$ cat src/rtl/vga_cursor_scan_if.sv
// rtl/vga_cursor_scan_if.sv - cursor register inputs and video timing outputs of vga_cursor_scan
//   icrx/icry/ictl : cursor column, row and control byte from the cursor register block
//   ohs/ovs        : active-low horizontal / vertical sync
//   ode            : display enable, visible 640x480 area
//   ocol/orow      : character column / row, zero outside the visible area
//   ocursor/ocolor : cursor pixel flag and its colour index
interface vga_cursor_scan_if;
    logic [7:0] icrx;
    logic [7:0] icry;
    logic [7:0] ictl;
    logic       ohs;
    logic       ovs;
    logic       ode;
    logic [6:0] ocol;
    logic [4:0] orow;
    logic       ocursor;
    logic [3:0] ocolor;

    modport master (
        output icrx, icry, ictl,
        input  ohs, ovs, ode, ocol, orow, ocursor, ocolor
    );

    modport slave (
        input  icrx, icry, ictl,
        output ohs, ovs, ode, ocol, orow, ocursor, ocolor
    );
endinterface

$ cat src/rtl/vga_cursor_scan.sv
// rtl/vga_cursor_scan.sv - 640x480@60 VGA timing generator with character-cell text cursor
//   Clk     : pixel clock, rising edge
//   Reset_H : synchronous active-high reset
//   bus     : vga_cursor_scan_if.slave (cursor register inputs, registered video outputs)
//   Macro VGA_CURSOR_BLOCK_EN : full 8x16 block cursor; undefined gives a two-line underline
module vga_cursor_scan (
    input  logic             Clk,
    input  logic             Reset_H,
    vga_cursor_scan_if.slave bus
);
    localparam logic [9:0] H_VISIBLE    = 10'd640;
    localparam logic [9:0] H_SYNC_FIRST = 10'd656;
    localparam logic [9:0] H_SYNC_LAST  = 10'd751;
    localparam logic [9:0] H_LAST       = 10'd799;
    localparam logic [9:0] V_VISIBLE    = 10'd480;
    localparam logic [9:0] V_SYNC_FIRST = 10'd490;
    localparam logic [9:0] V_SYNC_LAST  = 10'd491;
    localparam logic [9:0] V_LAST       = 10'd524;

    localparam logic [7:0] SCRX_RESET = 8'h28;
    localparam logic [7:0] SCRY_RESET = 8'h14;
    localparam logic [7:0] SCTL_RESET = 8'hf2;

    localparam logic [1:0] MODE_SOLID = 2'b01;
    localparam logic [1:0] MODE_BLINK = 2'b10;

    logic [9:0] hcnt_q, hcnt_d;
    logic [9:0] vcnt_q, vcnt_d;
    logic [5:0] frame_q, frame_d;
    logic [7:0] scrx_q, scrx_d;
    logic [7:0] scry_q, scry_d;
    logic [7:0] sctl_q, sctl_d;

    logic       ohs_q, ohs_d;
    logic       ovs_q, ovs_d;
    logic       ode_q, ode_d;
    logic [6:0] ocol_q, ocol_d;
    logic [4:0] orow_q, orow_d;
    logic       ocursor_q, ocursor_d;
    logic [3:0] ocolor_q, ocolor_d;

    logic line_end;
    logic frame_end;
    logic visible;
    logic mode_shown;
    logic scan_hit;
    logic cell_hit;
    logic cursor_hit;

    // Control bits [3:2] are carried in the shadow but have no function.
    logic unused_sctl_bits;
    assign unused_sctl_bits = ^sctl_q[3:2];

    always_comb begin : counter_next
        line_end  = (hcnt_q == H_LAST);
        frame_end = line_end && (vcnt_q == V_LAST);

        hcnt_d = line_end ? 10'd0 : hcnt_q + 10'd1;
        vcnt_d = vcnt_q;
        if (line_end) begin
            vcnt_d = (vcnt_q == V_LAST) ? 10'd0 : vcnt_q + 10'd1;
        end

        // Cursor registers are sampled only at the frame boundary so a frame
        // never shows a half-updated cursor.
        frame_d = frame_q;
        scrx_d  = scrx_q;
        scry_d  = scry_q;
        sctl_d  = sctl_q;
        if (frame_end) begin
            frame_d = frame_q + 6'd1;
            scrx_d  = bus.icrx;
            scry_d  = bus.icry;
            sctl_d  = bus.ictl;
        end
    end

    always_comb begin : pixel_decode
        visible = (hcnt_q < H_VISIBLE) && (vcnt_q < V_VISIBLE);

        case (sctl_q[1:0])
            MODE_SOLID: mode_shown = 1'b1;
            MODE_BLINK: mode_shown = ~frame_q[5];
            default:    mode_shown = 1'b0;
        endcase

`ifdef VGA_CURSOR_BLOCK_EN
        scan_hit = 1'b1;
`else
        // Scanlines 14 and 15 of the 16-line character cell.
        scan_hit = (vcnt_q[3:1] == 3'b111);
`endif

        // Zero-extended compare: out-of-range shadows (>=80 / >=30) never match.
        cell_hit   = ({1'b0, hcnt_q[9:3]} == scrx_q) && ({3'b000, vcnt_q[8:4]} == scry_q);
        cursor_hit = visible && cell_hit && mode_shown && scan_hit;

        ohs_d     = ~((hcnt_q >= H_SYNC_FIRST) && (hcnt_q <= H_SYNC_LAST));
        ovs_d     = ~((vcnt_q >= V_SYNC_FIRST) && (vcnt_q <= V_SYNC_LAST));
        ode_d     = visible;
        ocol_d    = visible ? hcnt_q[9:3] : 7'd0;
        orow_d    = visible ? vcnt_q[8:4] : 5'd0;
        ocursor_d = cursor_hit;
        ocolor_d  = cursor_hit ? sctl_q[7:4] : 4'd0;
    end

    always_ff @(posedge Clk) begin
        if (Reset_H) begin
            hcnt_q    <= 10'd0;
            vcnt_q    <= 10'd0;
            frame_q   <= 6'd0;
            scrx_q    <= SCRX_RESET;
            scry_q    <= SCRY_RESET;
            sctl_q    <= SCTL_RESET;
            ohs_q     <= 1'b1;
            ovs_q     <= 1'b1;
            ode_q     <= 1'b0;
            ocol_q    <= 7'd0;
            orow_q    <= 5'd0;
            ocursor_q <= 1'b0;
            ocolor_q  <= 4'd0;
        end else begin
            hcnt_q    <= hcnt_d;
            vcnt_q    <= vcnt_d;
            frame_q   <= frame_d;
            scrx_q    <= scrx_d;
            scry_q    <= scry_d;
            sctl_q    <= sctl_d;
            ohs_q     <= ohs_d;
            ovs_q     <= ovs_d;
            ode_q     <= ode_d;
            ocol_q    <= ocol_d;
            orow_q    <= orow_d;
            ocursor_q <= ocursor_d;
            ocolor_q  <= ocolor_d;
        end
    end

    assign bus.ohs     = ohs_q;
    assign bus.ovs     = ovs_q;
    assign bus.ode     = ode_q;
    assign bus.ocol    = ocol_q;
    assign bus.orow    = orow_q;
    assign bus.ocursor = ocursor_q;
    assign bus.ocolor  = ocolor_q;
endmodule

$ cat src/flat_wrapper.sv
// flat-port wrapper written by rule: the top's interface ports become plain ports
module vga_cursor_scan_flat 
  (Clk, Reset_H, bus_icrx, bus_icry, bus_ictl, bus_ohs, bus_ovs, bus_ode, bus_ocol, bus_orow, bus_ocursor, bus_ocolor);
  vga_cursor_scan_if bus_i ();
  input  logic Clk;
  input  logic Reset_H;
  input wire logic [$bits(bus_i.icrx)-1:0] bus_icrx;
  input wire logic [$bits(bus_i.icry)-1:0] bus_icry;
  input wire logic [$bits(bus_i.ictl)-1:0] bus_ictl;
  output wire logic [$bits(bus_i.ohs)-1:0] bus_ohs;
  output wire logic [$bits(bus_i.ovs)-1:0] bus_ovs;
  output wire logic [$bits(bus_i.ode)-1:0] bus_ode;
  output wire logic [$bits(bus_i.ocol)-1:0] bus_ocol;
  output wire logic [$bits(bus_i.orow)-1:0] bus_orow;
  output wire logic [$bits(bus_i.ocursor)-1:0] bus_ocursor;
  output wire logic [$bits(bus_i.ocolor)-1:0] bus_ocolor;
  assign bus_i.icrx = bus_icrx;
  assign bus_i.icry = bus_icry;
  assign bus_i.ictl = bus_ictl;
  assign bus_ohs = bus_i.ohs;
  assign bus_ovs = bus_i.ovs;
  assign bus_ode = bus_i.ode;
  assign bus_ocol = bus_i.ocol;
  assign bus_orow = bus_i.orow;
  assign bus_ocursor = bus_i.ocursor;
  assign bus_ocolor = bus_i.ocolor;
  vga_cursor_scan u_core (.Clk(Clk), .Reset_H(Reset_H), .bus(bus_i));
endmodule
$ cat config.mk
export PLATFORM = sky130hd
export DESIGN_NAME = vga_cursor_scan_flat
export DESIGN_NICKNAME = d
export VERILOG_FILES = /design/src/rtl/vga_cursor_scan_if.sv /design/src/rtl/vga_cursor_scan.sv /design/src/flat_wrapper.sv
export SDC_FILE = /design/constraint.sdc
export NUM_CORES = 1
export LEC_CHECK = 0
export BUFFER_PORTS_ARGS = -buffer_cell sky130_fd_sc_hd__buf_2
export CAP_MARGIN = 10
export CORE_MARGIN = 4
export CORE_UTILIZATION = 51
export DETAILED_ROUTE_END_ITERATION = 7
export PLACE_DENSITY_LB_ADDON = 0.2
export SKIP_LAST_GASP = 1
export SLEW_MARGIN = 0
export SYNTH_ARGS = -nofsm -noshare
export SYNTH_HDL_FRONTEND = slang
export SYNTH_SLANG_ARGS = --single-unit
$ cat constraint.sdc
create_clock -name Clk -period 1.9 [get_ports Clk]
set_clock_uncertainty 0.1 [all_clocks]
set_input_delay 0 -clock Clk [delete_from_list [all_inputs] [get_ports Clk]]
set_output_delay 0 -clock Clk [all_outputs]
set_load 0.005 [all_outputs]
==> results of run 1 <==
[synthesized netlist by cell type, types with 2 or more instances]
master / number / area, µm²
sky130_fd_sc_hd__ha_1: 7 / 87.6
sky130_fd_sc_hd__and2_1: 13 / 81.3
sky130_fd_sc_hd__xor2_1: 16 / 140
sky130_fd_sc_hd__or3_1: 3 / 18.8
sky130_fd_sc_hd__nand2_1: 12 / 45.0
sky130_fd_sc_hd__nor4b_1: 4 / 35.0
sky130_fd_sc_hd__o31ai_1: 7 / 52.6
sky130_fd_sc_hd__or4_1: 8 / 60.1
sky130_fd_sc_hd__o21ai_0: 4 / 20.0
sky130_fd_sc_hd__nand4_1: 6 / 37.5
sky130_fd_sc_hd__mux2i_1: 23 / 230
sky130_fd_sc_hd__inv_1: 7 / 26.3
sky130_fd_sc_hd__nor3_1: 11 / 55.1
sky130_fd_sc_hd__nor2_1: 27 / 101
sky130_fd_sc_hd__a21oi_1: 12 / 60.1
sky130_fd_sc_hd__buf_2: 3 / 15.0
sky130_fd_sc_hd__nor2b_1: 2 / 12.5
sky130_fd_sc_hd__buf_4: 4 / 30.0
sky130_fd_sc_hd__nor4_1: 4 / 25.0
sky130_fd_sc_hd__xnor2_1: 6 / 52.6
sky130_fd_sc_hd__clkbuf_1: 6 / 22.5
sky130_fd_sc_hd__dfxtp_1: 68 / 1360
sky130_fd_sc_hd__buf_6: 8 / 90.1
sky130_fd_sc_hd__nand3_1: 8 / 40.0
sky130_fd_sc_hd__and3_1: 3 / 18.8
sky130_fd_sc_hd__nand2b_1: 28 / 175
[sequential cells by signal, summed over array words and instances, names as in the netlist]
register,count
u_core.bus.ode,1
u_core.bus.ohs,1
u_core.vcnt_q,10
u_core.scrx_q,8
u_core.frame_q,6
u_core.scry_q,8
u_core.bus.ovs,1
u_core.bus.ocolor,4
u_core.sctl_q,6
u_core.bus.ocol,7
u_core.bus.orow,5
u_core.hcnt_q,10
u_core.bus.ocursor,1
[power by group through the flow]
stage          combinational [µW]  sequential (µW)  clock, µW
3_3_place_gp                  110             1470          0
4_1_cts                       148             1440       1190
2_1_floorplan                59.1             1470          0
6_report                      151             1440       1170
5_1_grt                       168             1440       1240
3_5_place_dp                  112             1470          0
[worst max path at each step]
stage,slack (ps),cells after the start,start,endpoint
global route,-40,5,u_core.hcnt_q[8]$_SDFF_PP0_,u_core.vcnt_q[7]$_SDFFE_PP0P_
global placement,10,5,u_core.hcnt_q[1]$_SDFF_PP0_,u_core.vcnt_q[4]$_SDFFE_PP0P_
CTS,-40,6,u_core.hcnt_q[1]$_SDFF_PP0_,u_core.vcnt_q[7]$_SDFFE_PP0P_
finish,40,5,u_core.hcnt_q[8]$_SDFF_PP0_,u_core.vcnt_q[7]$_SDFFE_PP0P_
floorplan,70,6,u_core.hcnt_q[0]$_SDFF_PP0_,u_core.frame_q[0]$_SDFFE_PP0P_
detailed placement,-50,6,u_core.hcnt_q[1]$_SDFF_PP0_,u_core.scry_q[0]$_SDFFE_PP0P_
[kinds of logic after synthesis]
logic type / share of synthesized area (%)
buffers and inverters: 5.99
flip-flops: 44.4
multiplexers: 7.87
adder cells (fa/ha/maj): 2.85
AO/OA/AOI/OAI: 5.10
XOR/XNOR: 6.28
AND/OR/NAND/NOR: 27.6
[metrics by stage]
step / instance area [µm²] / std cells / util (%) / hold WS (ps)
after floorplan: 3070 / 317 / - / 55.3
after global placement: 3440 / 439 / 60.6 / 153
after detailed placement: 3440 / 439 / 60.6 / 162
after CTS: 3880 / 476 / 68.4 / 333
after global routing: 3980 / 482 / 70.0 / 373
final: 3980 / 482 / 70.0 / 344
[worst max-delay path, delay by kind of cell (launching register included)]
kind | cells | cell delay [ps]
compound gates | 1 | 150
buf+inv | 1 | 180
flops | 1 | 380
simple gates | 3 | 980
[cell type report]
class / count / area (µm²) / area share [%]
multi-input combinational: 222 / 1600 / 40.2
tap: 72 / 90.1 / 2.27
clock inverter: 2 / 35.0 / 0.881
sequential: 68 / 1370 / 34.4
timing repair buffer: 99 / 706 / 17.8
clock buffer: 12 / 155 / 3.90
inverter: 7 / 26.3 / 0.661
[layer usage]
layer | vias to the layer above | global-route usage [%]
met4 | 0 | 5.61
met2 | 51 | 32.0
li1 | 1267 | -
met5 | - | 0
met3 | 11 | 6.82
met1 | 1160 | 21.1
[repair_timing]
| item | CTS | global route |
|---|---|---|
| endpoints found under the hold margin | 23 | 0 |
| pin swaps | 0 | 5 |
| endpoints found under the setup margin | 24 | 30 |
| cloned | 0 | 1 |
| gates resized for setup | 3 | 17 |
| buffers inserted | 0 | 5 |
| hold buffers | 23 | 0 |
==> impl_results.md, run 1 <==
- Status: completed
- Synth Warn #: 0
- FF-to-FF Start: u_core.hcnt_q[8]$_SDFF_PP0_
- Net count after synthesis: between 300 and 400
- Aggregate global-route resource usage: between 10% and 20%
- Combinational share of power: under 10%
- Met2 WL: ~3300 µm
- Placement-stage worst setup slack: -49.6 ps
- Chip Height: ~86 µm
- Via count of the first global-routing pass: approximately 2,400
- Critical Path Sink Type: flip-flop
- Worst min-delay path class: in2reg
- Clock-pin slew reported for the worst setup and hold paths after clock tree synthesis: roughly 70 ps
- Design internal power: between 2000 and 2500 µW
- Bufs on Longest Clock Path: 2
- Global-route wire length before repair: 10,700 µm
- Setup Crit Path Kind: reg2reg
- Worst endpoint data arrival time: 2030 ps
- Register share of total power: between 50% and 60%
- Clock tree from TritonCTS: yes
- Fmax: approximately 540 MHz
- Main synth FF type: sky130_fd_sc_hd__dfxtp_1
- Total Routed Length: about 6700 µm
- Switching component of the power: ~580 µW
- First-iteration detailed-routing DRC count: approximately 110
- CTS Root Cell: sky130_fd_sc_hd__clkbuf_8
- Final Hold Vio Count: 0
- Cell area after technology mapping: between 3000 and 4000 µm²
- Final net count: 440
- Setup TNS after final layout: 0 ps
- Async S/R FF share, synth: 0%
- Worst hold start: bus_ictl[6]
- Power per standard cell area: a little under 700 nW/µm²
- Count of nets left with antenna violations after detail routing: 0
- PnR Total Power: approximately 2800 µW
- Gate Count Post-Synth: roughly 320
- Sink of the worst hold path: u_core.sctl_q[6]$_SDFFE_PP1P_
- Worst IR Drop VDD: 529 µV
- Area overhead of the layout relative to synthesis: 29.5%
- Area of the core: around 5700 µm²
- Residual DRC: 0
- Max Used Layer: met4
- Slowest stage delay, CP: 540 ps
- Maximum fanout count along the critical path: 8
- Initial Util: a little over half
- Worst setup slack for register-to-register paths: 40 ps
- Filler cell count: ~450
- Detail Route met3 WL: 289 µm
- Antenna diodes: 0
- Worst Setup Slack, final: 44.8 ps
- Share of final-layout standard cells stronger than drive strength 1: 27.6%
- Drt first pass iters: 4
- Clock latency on the worst-skew pair: 340 ps
- Fraction of power consumed by the clock network: a little over two fifths
- Via density per instance: a little over 5
- Mean area per synthesized cell: approximately 9.7 µm²
- Number of enable-type register cells in the synthesized netlist: 0
- Final critical path time including I/O delays and setup: around 1900 ps
- Register-to-Register Path Depth: 5
- Max-cap check violation count: 0
- Slew Limit Fails: 0
- Most common library cell in the layout ignoring fill and taps: sky130_fd_sc_hd__dfxtp_1
- Number of top-level design ports: between 40 and 50
- Standard cell with the maximum stage delay on the critical path: sky130_fd_sc_hd__or4_4
- Detailed-route wire length per cell: approximately 14 µm
- Number of setup violations in the final report: 0
- Level count of the clock H-tree: 3
- Reg-to-reg critical path endpoint: u_core.vcnt_q[7]$_SDFFE_PP0P_
- Weighted congestion at the end of routability-driven global placement: 0.849
- Cells along the critical path: nor3b_4 -> buf_4 -> nand4_4 -> or4_4 -> a21oi_2
- Hold-critical path depth: 4
- Number of register bits inferred by synthesis: between 60 and 70
- Largest net degree at the start of global routing: 68
- GRT Residual Overflow: 0
- HPWL Detailed: approximately 4200 µm
- Number of distinct standard cells referenced by the synthesized netlist: 43
- Initial antenna violation count: 0
- Number of clock sinks seen by CTS: 68
- Most frequent cells in the layout: 64 x sky130_fd_sc_hd__dfxtp_1, 43 x sky130_fd_sc_hd__buf_2, 32 x sky130_fd_sc_hd__buf_4, 28 x sky130_fd_sc_hd__nand2b_1, 27 x sky130_fd_sc_hd__nor2_1
- DR vias: around 2,500
- Share of synthesized area occupied by flip-flops and latches: between 40% and 50%
- WL met1: between 2000 and 3000 µm
- Setup crit start kind: flip-flop
- Total CTS buffers: 9
- Worst-Margin Slew: 612 ps
- Number of buffers added on ports: 43
- Leakage dissipation: 0.00160 µW
- Net switching share of the total power: approximately a fifth
- Max-Slew Margin vs Limit: between 50% and 60%
- Die X-Extent: ~86 µm
- Die Area: between 7000 and 8000 µm²
- Worst Path Required: roughly 2100 ps
- Number of rows created at floorplan: 27
- Final worst-path cycle share: between 90% and 100%
(Power assumes the default switching activity.)
==> run 2: changes to the inputs <==
--- a/config.mk
+++ b/config.mk
@@ -8,7 +8,7 @@
 export BUFFER_PORTS_ARGS = -buffer_cell sky130_fd_sc_hd__buf_2
 export CAP_MARGIN = 10
 export CORE_MARGIN = 4
-export CORE_UTILIZATION = 51
+export CORE_UTILIZATION = 56
 export DETAILED_ROUTE_END_ITERATION = 7
 export PLACE_DENSITY_LB_ADDON = 0.2
 export SKIP_LAST_GASP = 1
==> constraint.sdc (replaced) <==
create_clock -name Clk -period 1.75 [get_ports Clk]
set_clock_uncertainty 0.1 [all_clocks]
set_input_delay 0 -clock Clk [delete_from_list [all_inputs] [get_ports Clk]]
set_output_delay 0 -clock Clk [all_outputs]
set_load 0.005 [all_outputs]
==> run 2 against run 1 <==
The flow now finishes with violations (negative setup slack); sequential share of layout area shrank 2.3 points; cell area rose by 7.4%; sequential cell count unchanged; register-to-register slack lost 180 ps; via count up 7.6%; critical path type unchanged; clock power up 10%; global-route usage grew 4.7 points; maximum frequency down 1.5%; worst hold slack better by 5.5 ps; combinational power increased by 15%.
==> impl_results.md, run 2 (synthesis results as in run 1) <==
- Status: finished with violations
- Violations in the final reports: negative setup slack
- Worst IR Drop VDD: 559 µV
- Final net count: ~460
- Max-cap check violation count: 0
- Area of the core: 5200 µm²
- Core Util, Final: 82.0%
- Number of rows created at floorplan: 26
- Die Area: between 6000 and 7000 µm²
- Most frequent cells in the layout: 61 x sky130_fd_sc_hd__dfxtp_1, 47 x sky130_fd_sc_hd__buf_4, 43 x sky130_fd_sc_hd__buf_2, 28 x sky130_fd_sc_hd__nand2b_1, 27 x sky130_fd_sc_hd__nor2_1
- Setup Crit Path Kind: reg2reg
- Initial Util: between 50% and 60%
- Global-route wire length before repair: roughly 12,000 µm
- Count of nets left with antenna violations after detail routing: 0
- Biggest regs: u_core.hcnt_q x10, u_core.vcnt_q x10
- Worst Path Required: approximately 1900 ps
- Number of clock sinks seen by CTS: 68
- Die X-Extent: slightly above 80 µm
- Maximum fanout count along the critical path: 5
- Final Hold Vio Count: 0
- Final worst-path cycle share: 108%
- Total CTS buffers: 9
- Fmax: around 530 MHz
- Weighted congestion at the end of routability-driven global placement: approximately 0.81
- Final critical path time including I/O delays and setup: 1880 ps
- Level count of the clock H-tree: 3
- Bufs on Longest Clock Path: 2
- Number of top-level design ports: 46
- GRT Residual Overflow: 0
- Via count of the first global-routing pass: about 2,500
- Register-to-Register Path Depth: 8
- Most common library cell in the layout ignoring fill and taps: sky130_fd_sc_hd__dfxtp_1
- Clock latency on the worst-skew pair: ~330 ps
- Antenna diodes: 0
- Worst hold margin: ~350 ps
- First-iteration detailed-routing DRC count: approximately 160
- Via density per instance: around 5.3
- Residual DRC: 0
- Max-Slew Margin vs Limit: 60.3%
- Reg-to-reg critical path endpoint: u_core.frame_q[0]$_SDFFE_PP0P_
- Slew Limit Fails: 0
- Total Routed Length: just under 8000 µm
- Clock-pin slew reported for the worst setup and hold paths after clock tree synthesis: 80 ps
- Worst min-delay path class: in2reg
- Worst-Margin Slew: between 500 and 600 ps
- Leakage dissipation: approximately 0.0017 µW
- Power per standard cell area: approximately 710 nW/µm²
- Detailed-route wire length per cell: between 15 and 20 µm
- Unrepaired setup endpoints after global routing: yes
- Hold-critical path depth: 4
- CTS Root Cell: sky130_fd_sc_hd__clkbuf_8
- FF-to-FF Start: u_core.vcnt_q[1]$_SDFFE_PP0P_
- Initial antenna violation count: 0
- Area overhead of the layout relative to synthesis: 39.1%
- Worst endpoint data arrival time: roughly 2000 ps
- Aggregate global-route resource usage: 23.2%
- Worst setup slack for register-to-register paths: -130 ps
- Share of final-layout standard cells stronger than drive strength 1: 35.1%
- Chip Height: about 80 µm
- Drt first pass iters: 4
- Critical Path Sink Type: flip-flop
- Number of setup violations in the final report: 30
- Largest net degree at the start of global routing: 68
- Worst Setup Slack, final: -133 ps
- Worst hold start: bus_ictl[7]
- Clock tree from TritonCTS: yes
- Sink of the worst hold path: u_core.sctl_q[7]$_SDFFE_PP1P_
- DR vias: approximately 2,700
- Setup crit start kind: flip-flop
- HPWL Detailed: roughly 4500 µm
- Number of buffers added on ports: 43
[run 2: cell types whose count changed in the layout (fill, tap and decap cells not counted), moves of 2 or more]
cell and delta:
sky130_fd_sc_hd__dfxtp_2 +3, sky130_fd_sc_hd__nor3_2 +2, sky130_fd_sc_hd__a21oi_1 -3, sky130_fd_sc_hd__nor4b_1 -3, sky130_fd_sc_hd__buf_4 +15, sky130_fd_sc_hd__nor4_1 -2, sky130_fd_sc_hd__nor3_1 -2, sky130_fd_sc_hd__dfxtp_1 -3
sky130_fd_sc_hd__a21oi_2 +3, sky130_fd_sc_hd__clkinvlp_4 +2, sky130_fd_sc_hd__nor4b_2 +3, sky130_fd_sc_hd__buf_6 +6
[run 2: where the power goes]
part | leakage (µW) | total [µW] | switching [µW] | internal [µW]
clock | 0.0000983 | 1290 | 592 | 694
combinational | 0.00108 | 173 | 72.7 | 101
sequential | 0.000552 | 1570 | 9.59 | 1560
[run 2: layout make-up]
type / count / area [µm²]
Clock buffer: 10 / 138
Clock inverter: 6 / 63.8
Fill cell: 289 / 935
Inverter: 7 / 26.3
Multi-Input combinational cell: 222 / 1690
Sequential cell: 68 / 1370
Tap cell: 70 / 87.6
Timing Repair Buffer: 120 / 893
[run 2: how the worst max path moves through the flow]
stage                                       start                             end  slack (ps)  cells after the start
CTS                 u_core.vcnt_q[1]$_SDFFE_PP0P_   u_core.scry_q[1]$_SDFFE_PP0P_         -60                      8
global route        u_core.vcnt_q[1]$_SDFFE_PP0P_   u_core.scry_q[2]$_SDFFE_PP1P_        -170                      9
detailed placement    u_core.hcnt_q[1]$_SDFF_PP0_   u_core.vcnt_q[7]$_SDFFE_PP0P_        -100                      5
global placement      u_core.hcnt_q[1]$_SDFF_PP0_   u_core.vcnt_q[4]$_SDFFE_PP0P_         -60                      5
finish              u_core.vcnt_q[1]$_SDFFE_PP0P_  u_core.frame_q[0]$_SDFFE_PP0P_        -130                      8
floorplan             u_core.hcnt_q[0]$_SDFF_PP0_  u_core.frame_q[3]$_SDFFE_PP0P_         -10                      7
[run 2: layer usage]
layer / share of wire (%) / vias to the layer above / GRT usage (%)
met3: 5.1 / 12 / 3.84
li1: - / 1314 / -
met5: 0 / - / 0
met2: 51 / 77 / 39.7
met1: 42 / 1275 / 28.6
met4: 1.4 / 0 / 9.63
[run 2: worst max-delay path, stage by stage (launching register included)]
cell,delay [ps]
sky130_fd_sc_hd__dfxtp_2,330
sky130_fd_sc_hd__inv_2,70
sky130_fd_sc_hd__ha_4,110
sky130_fd_sc_hd__and4bb_1,260
sky130_fd_sc_hd__nand4_4,140
sky130_fd_sc_hd__buf_6,160
sky130_fd_sc_hd__nor2_4,180
sky130_fd_sc_hd__buf_6,130
sky130_fd_sc_hd__mux2_4,290
[run 2: through the flow]
stage	instances	worst slack, ps	setup TNS, ps	instance area (µm²)	power, µW
6_report	503	-133	-1660	4270	3030
5_1_grt	503	-171	-3610	4270	3130
4_1_cts	491	-64.2	-1140	4110	3030
3_5_place_dp	445	-97.2	-1140	3530	1720
3_3_place_gp	445	-58.1	-942	3530	1720
2_1_floorplan	317	-9.86	-11.7	3100	1670
[run 2: timing repair]
action,in CTS,in global routing
endpoints found under the setup margin,33,36
cloned,2,1
hold endpoints to repair,23,0
gates resized for setup,13,25
setup buffers,5,13
pin swaps,3,13
hold buffers,23,0
==> run 3: changes to the inputs <==
--- a/config.mk
+++ b/config.mk
@@ -5,6 +5,7 @@
 export SDC_FILE = /design/constraint.sdc
 export NUM_CORES = 1
 export LEC_CHECK = 0
+export ABC_AREA = 1
 export BUFFER_PORTS_ARGS = -buffer_cell sky130_fd_sc_hd__buf_2
 export CAP_MARGIN = 10
 export CORE_MARGIN = 4
==> run 3 against run 2 <==
The flow now finishes without violations; highest routed layer unchanged; via count rose by 3.5%; largest cell class unchanged; first-iteration DRC count is 2.5% higher; clock-buffer cell count is 3 higher; critical endpoint is now u_core.scrx_q[4]$_SDFFE_PP0P_.
==> impl_results.md, run 3 <==
- Level count of the clock H-tree: 3
- Cells along the critical path: inv_1 -> nor2_1 -> nand3_1 -> nor2_2 -> nand2_8 -> o21ai_0 -> nor2_1
- Via count of the first global-routing pass: about 2,500
- Chip Height: 80.7 µm
- Placement-stage worst setup slack: roughly 46 ps
- Number of register bits inferred by synthesis: just under 70
- Global-route wire length before repair: approximately 11,000 µm
- Clock tree from TritonCTS: yes
- Synth area leader: sky130_fd_sc_hd__dfxtp_1
- Residual DRC: 0
- Delay-heaviest family, CP: simple AND/OR/NAND/NOR gates
- Antenna diodes: 0
- Total CTS buffers: 9
- Worst-Margin Slew: ~350 ps
- Worst Path Required: 1880 ps
- HPWL Detailed: ~4500 µm
- Area contributors post-synth: sky130_fd_sc_hd__dfxtp_1 46%, sky130_fd_sc_hd__nor2_1 10%, sky130_fd_sc_hd__nand2_1 9.0%
- Most frequent cells in the layout: 78 x sky130_fd_sc_hd__nor2_1, 71 x sky130_fd_sc_hd__nand2_1, 65 x sky130_fd_sc_hd__dfxtp_1, 43 x sky130_fd_sc_hd__buf_2, 41 x sky130_fd_sc_hd__inv_1
- Maximum fanout count along the critical path: 28
- Total Routed Length: 7320 µm
- Number of rows created at floorplan: 26
- Main synth FF type: sky130_fd_sc_hd__dfxtp_1
- Top cell types by occurrence after synthesis: 79 x sky130_fd_sc_hd__nor2_1, 71 x sky130_fd_sc_hd__nand2_1, 68 x sky130_fd_sc_hd__dfxtp_1
- Leakage dissipation: ~0.0018 µW
- Setup crit start kind: flip-flop
- Most common library cell in the layout ignoring fill and taps: sky130_fd_sc_hd__nor2_1
- Weighted congestion at the end of routability-driven global placement: 0.879
- Aggregate global-route resource usage: 22.7%
- Number of enable-type register cells in the synthesized netlist: 0
- Slowest stage delay, CP: around 380 ps
- Cell area after technology mapping: slightly below 3000 µm²
- Initial Util: roughly 58%
- Total buffers and inverters traversed by the critical path: 1
- Max-cap check violation count: 0
- Top cell type's share of synthesized area: between 40% and 50%
- Worst endpoint data arrival time: 1840 ps
- Number of clock sinks seen by CTS: 68
- Filler cell count: roughly 390
- Gate Count Post-Synth: a little under 400
- Detailed-route wire length per cell: between 10 and 15 µm
- Number of top-level design ports: 46
- Number of buffers added on ports: 43
- Power per standard cell area: 738 nW/µm²
- Number of distinct standard cells referenced by the synthesized netlist: 32
- Clock-pin slew reported for the worst setup and hold paths after clock tree synthesis: roughly 70 ps
- Initial antenna violation count: 0
- Max-Slew Margin vs Limit: about 77%
- Final Hold Vio Count: 0
- Worst IR Drop VDD: 477 µV
- Most used cell along the critical path: sky130_fd_sc_hd__nor2_1
- Status: completed
- Clock latency on the worst-skew pair: ~340 ps
- Die X-Extent: about 81 µm
- Core Util, Final: between 70% and 80%
- Unrepaired setup endpoints after global routing: yes
- Leading cell type by number of instances after synthesis: sky130_fd_sc_hd__nor2_1
- Final critical path time including I/O delays and setup: 1710 ps
- Fmax: ~580 MHz
- GRT Residual Overflow: 0
- Final net count: a little over 500
- Standard cell with the maximum stage delay on the critical path: sky130_fd_sc_hd__dfxtp_1
- Mean area per synthesized cell: about 7.5 µm²
- Net count after synthesis: roughly 430
- Share of synthesized area occupied by flip-flops and latches: 46.0%
- Share of final-layout standard cells stronger than drive strength 1: about a fifth
- Bufs on Longest Clock Path: 2
- Final worst-path cycle share: approximately 98%
- Count of nets left with antenna violations after detail routing: 0
- Area of the core: a little over 5000 µm²
- First-iteration detailed-routing DRC count: roughly 170
- Worst min-delay path class: in2reg
- Final instance area: ~3800 µm²
- Die Area: 6510 µm²
- Post-DP Area: 3250 µm²
- Worst Setup Slack, final: between 30 and 40 ps
- DR vias: between 2,000 and 3,000
- Synth Warn #: 0
- Area overhead of the layout relative to synthesis: 28.9%
- Drt first pass iters: 5
- Setup Crit Path Kind: reg2reg
- CTS Root Cell: sky130_fd_sc_hd__clkbuf_8
- Number of setup violations in the final report: 0
- Async S/R FF share, synth: 0%
- Slew Limit Fails: 0
- Largest net degree at the start of global routing: 29
- Biggest regs: u_core.hcnt_q x10, u_core.vcnt_q x10
- Via density per instance: between 5 and 6
- Critical Path Sink Type: flip-flop
## run 3: cell count changes in the layout (fill, tap and decap cells not counted), moves of 6 or more
cell | previous run | this run
sky130_fd_sc_hd__mux2i_1 | 23 | 0
sky130_fd_sc_hd__nand2_1 | 12 | 71
sky130_fd_sc_hd__o21ai_1 | 0 | 6
sky130_fd_sc_hd__nand3_1 | 8 | 26
sky130_fd_sc_hd__and2_1 | 13 | 0
sky130_fd_sc_hd__o21ai_0 | 4 | 18
sky130_fd_sc_hd__or4_1 | 6 | 0
sky130_fd_sc_hd__dfxtp_2 | 7 | 1
sky130_fd_sc_hd__inv_1 | 5 | 41
sky130_fd_sc_hd__nor2_1 | 27 | 78
sky130_fd_sc_hd__nand2b_1 | 28 | 0
sky130_fd_sc_hd__o31ai_1 | 7 | 0
sky130_fd_sc_hd__buf_4 | 47 | 10
sky130_fd_sc_hd__xor2_1 | 16 | 8
## run 3: kinds of logic after synthesis
family          Yosys count  synth area share (%)
compound gates           41                  7.41
xor+xnor                 12                  3.55
flops                    68                  46.0
buf+inv                  60                  8.76
fa+ha+maj                 7                  2.96
simple gates            208                  31.3
## run 3: area by class of cell
type	count	area (µm²)	area share [%]
Multi-Input combinational cell	268	1370	36.1
Sequential cell	68	1370	36.0
Timing Repair Buffer	81	622	16.3
Inverter	48	188	4.93
Clock buffer	13	159	4.17
Tap cell	70	87.6	2.30
Clock inverter	2	10.0	0.263
## run 3: tightest hold or removal path, stage by stage
cell	delay, ps
sky130_fd_sc_hd__dlygate4sd3_1	510
sky130_fd_sc_hd__buf_2	90
sky130_fd_sc_hd__nand2_1	40
sky130_fd_sc_hd__nand3_1	50
## run 3: final timing paths
check,from,endpoint,slack (ps),cells past startpoint
setup / recovery,u_core.vcnt_q[9]$_SDFFE_PP0P_,u_core.scrx_q[4]$_SDFFE_PP0P_,40,7
hold / removal,bus_ictl[6],u_core.sctl_q[6]$_SDFFE_PP1P_,280,4
setup reg to reg,u_core.vcnt_q[9]$_SDFFE_PP0P_,u_core.scrx_q[4]$_SDFFE_PP0P_,40,7
hold reg to reg,u_core.hcnt_q[0]$_SDFF_PP0_,u_core.hcnt_q[0]$_SDFF_PP0_,330,1
## run 3: per-layer routing
layer  track usage, %  vias up  part of all wire [%]
li1                 -     1402                     -
met3             6.84       22                   6.2
met4             10.3        0                   2.5
met5                0        -                     0
met2             36.7       92                    50
met1             27.7     1257                    42
## run 3: where the power goes
group          switching, µW  internal (µW)  total [µW]
clock                    556            580        1140
combinational           53.6           66.6         120
sequential              4.91           1550        1560
total                    614           2200        2810
## run 3: metrics by stage
step | instances | total power [µW] | setup TNS [ps] | hold slack [ps]
6_report | 550 | 2810 | 0 | 284
5_1_grt | 550 | 2930 | -99.0 | 286
4_1_cts | 542 | 2820 | 0 | 282
3_5_place_dp | 504 | 1670 | 0 | 106
3_3_place_gp | 504 | 1670 | 0 | 98.6
2_1_floorplan | 396 | 1630 | 0 | 13.2
## run 3: timing repair
action	CTS	global route
buffers inserted	0	5
gates resized for setup	0	21
hold buffers	23	0
endpoints found under the hold margin	32	0
endpoints found under the setup margin	0	35
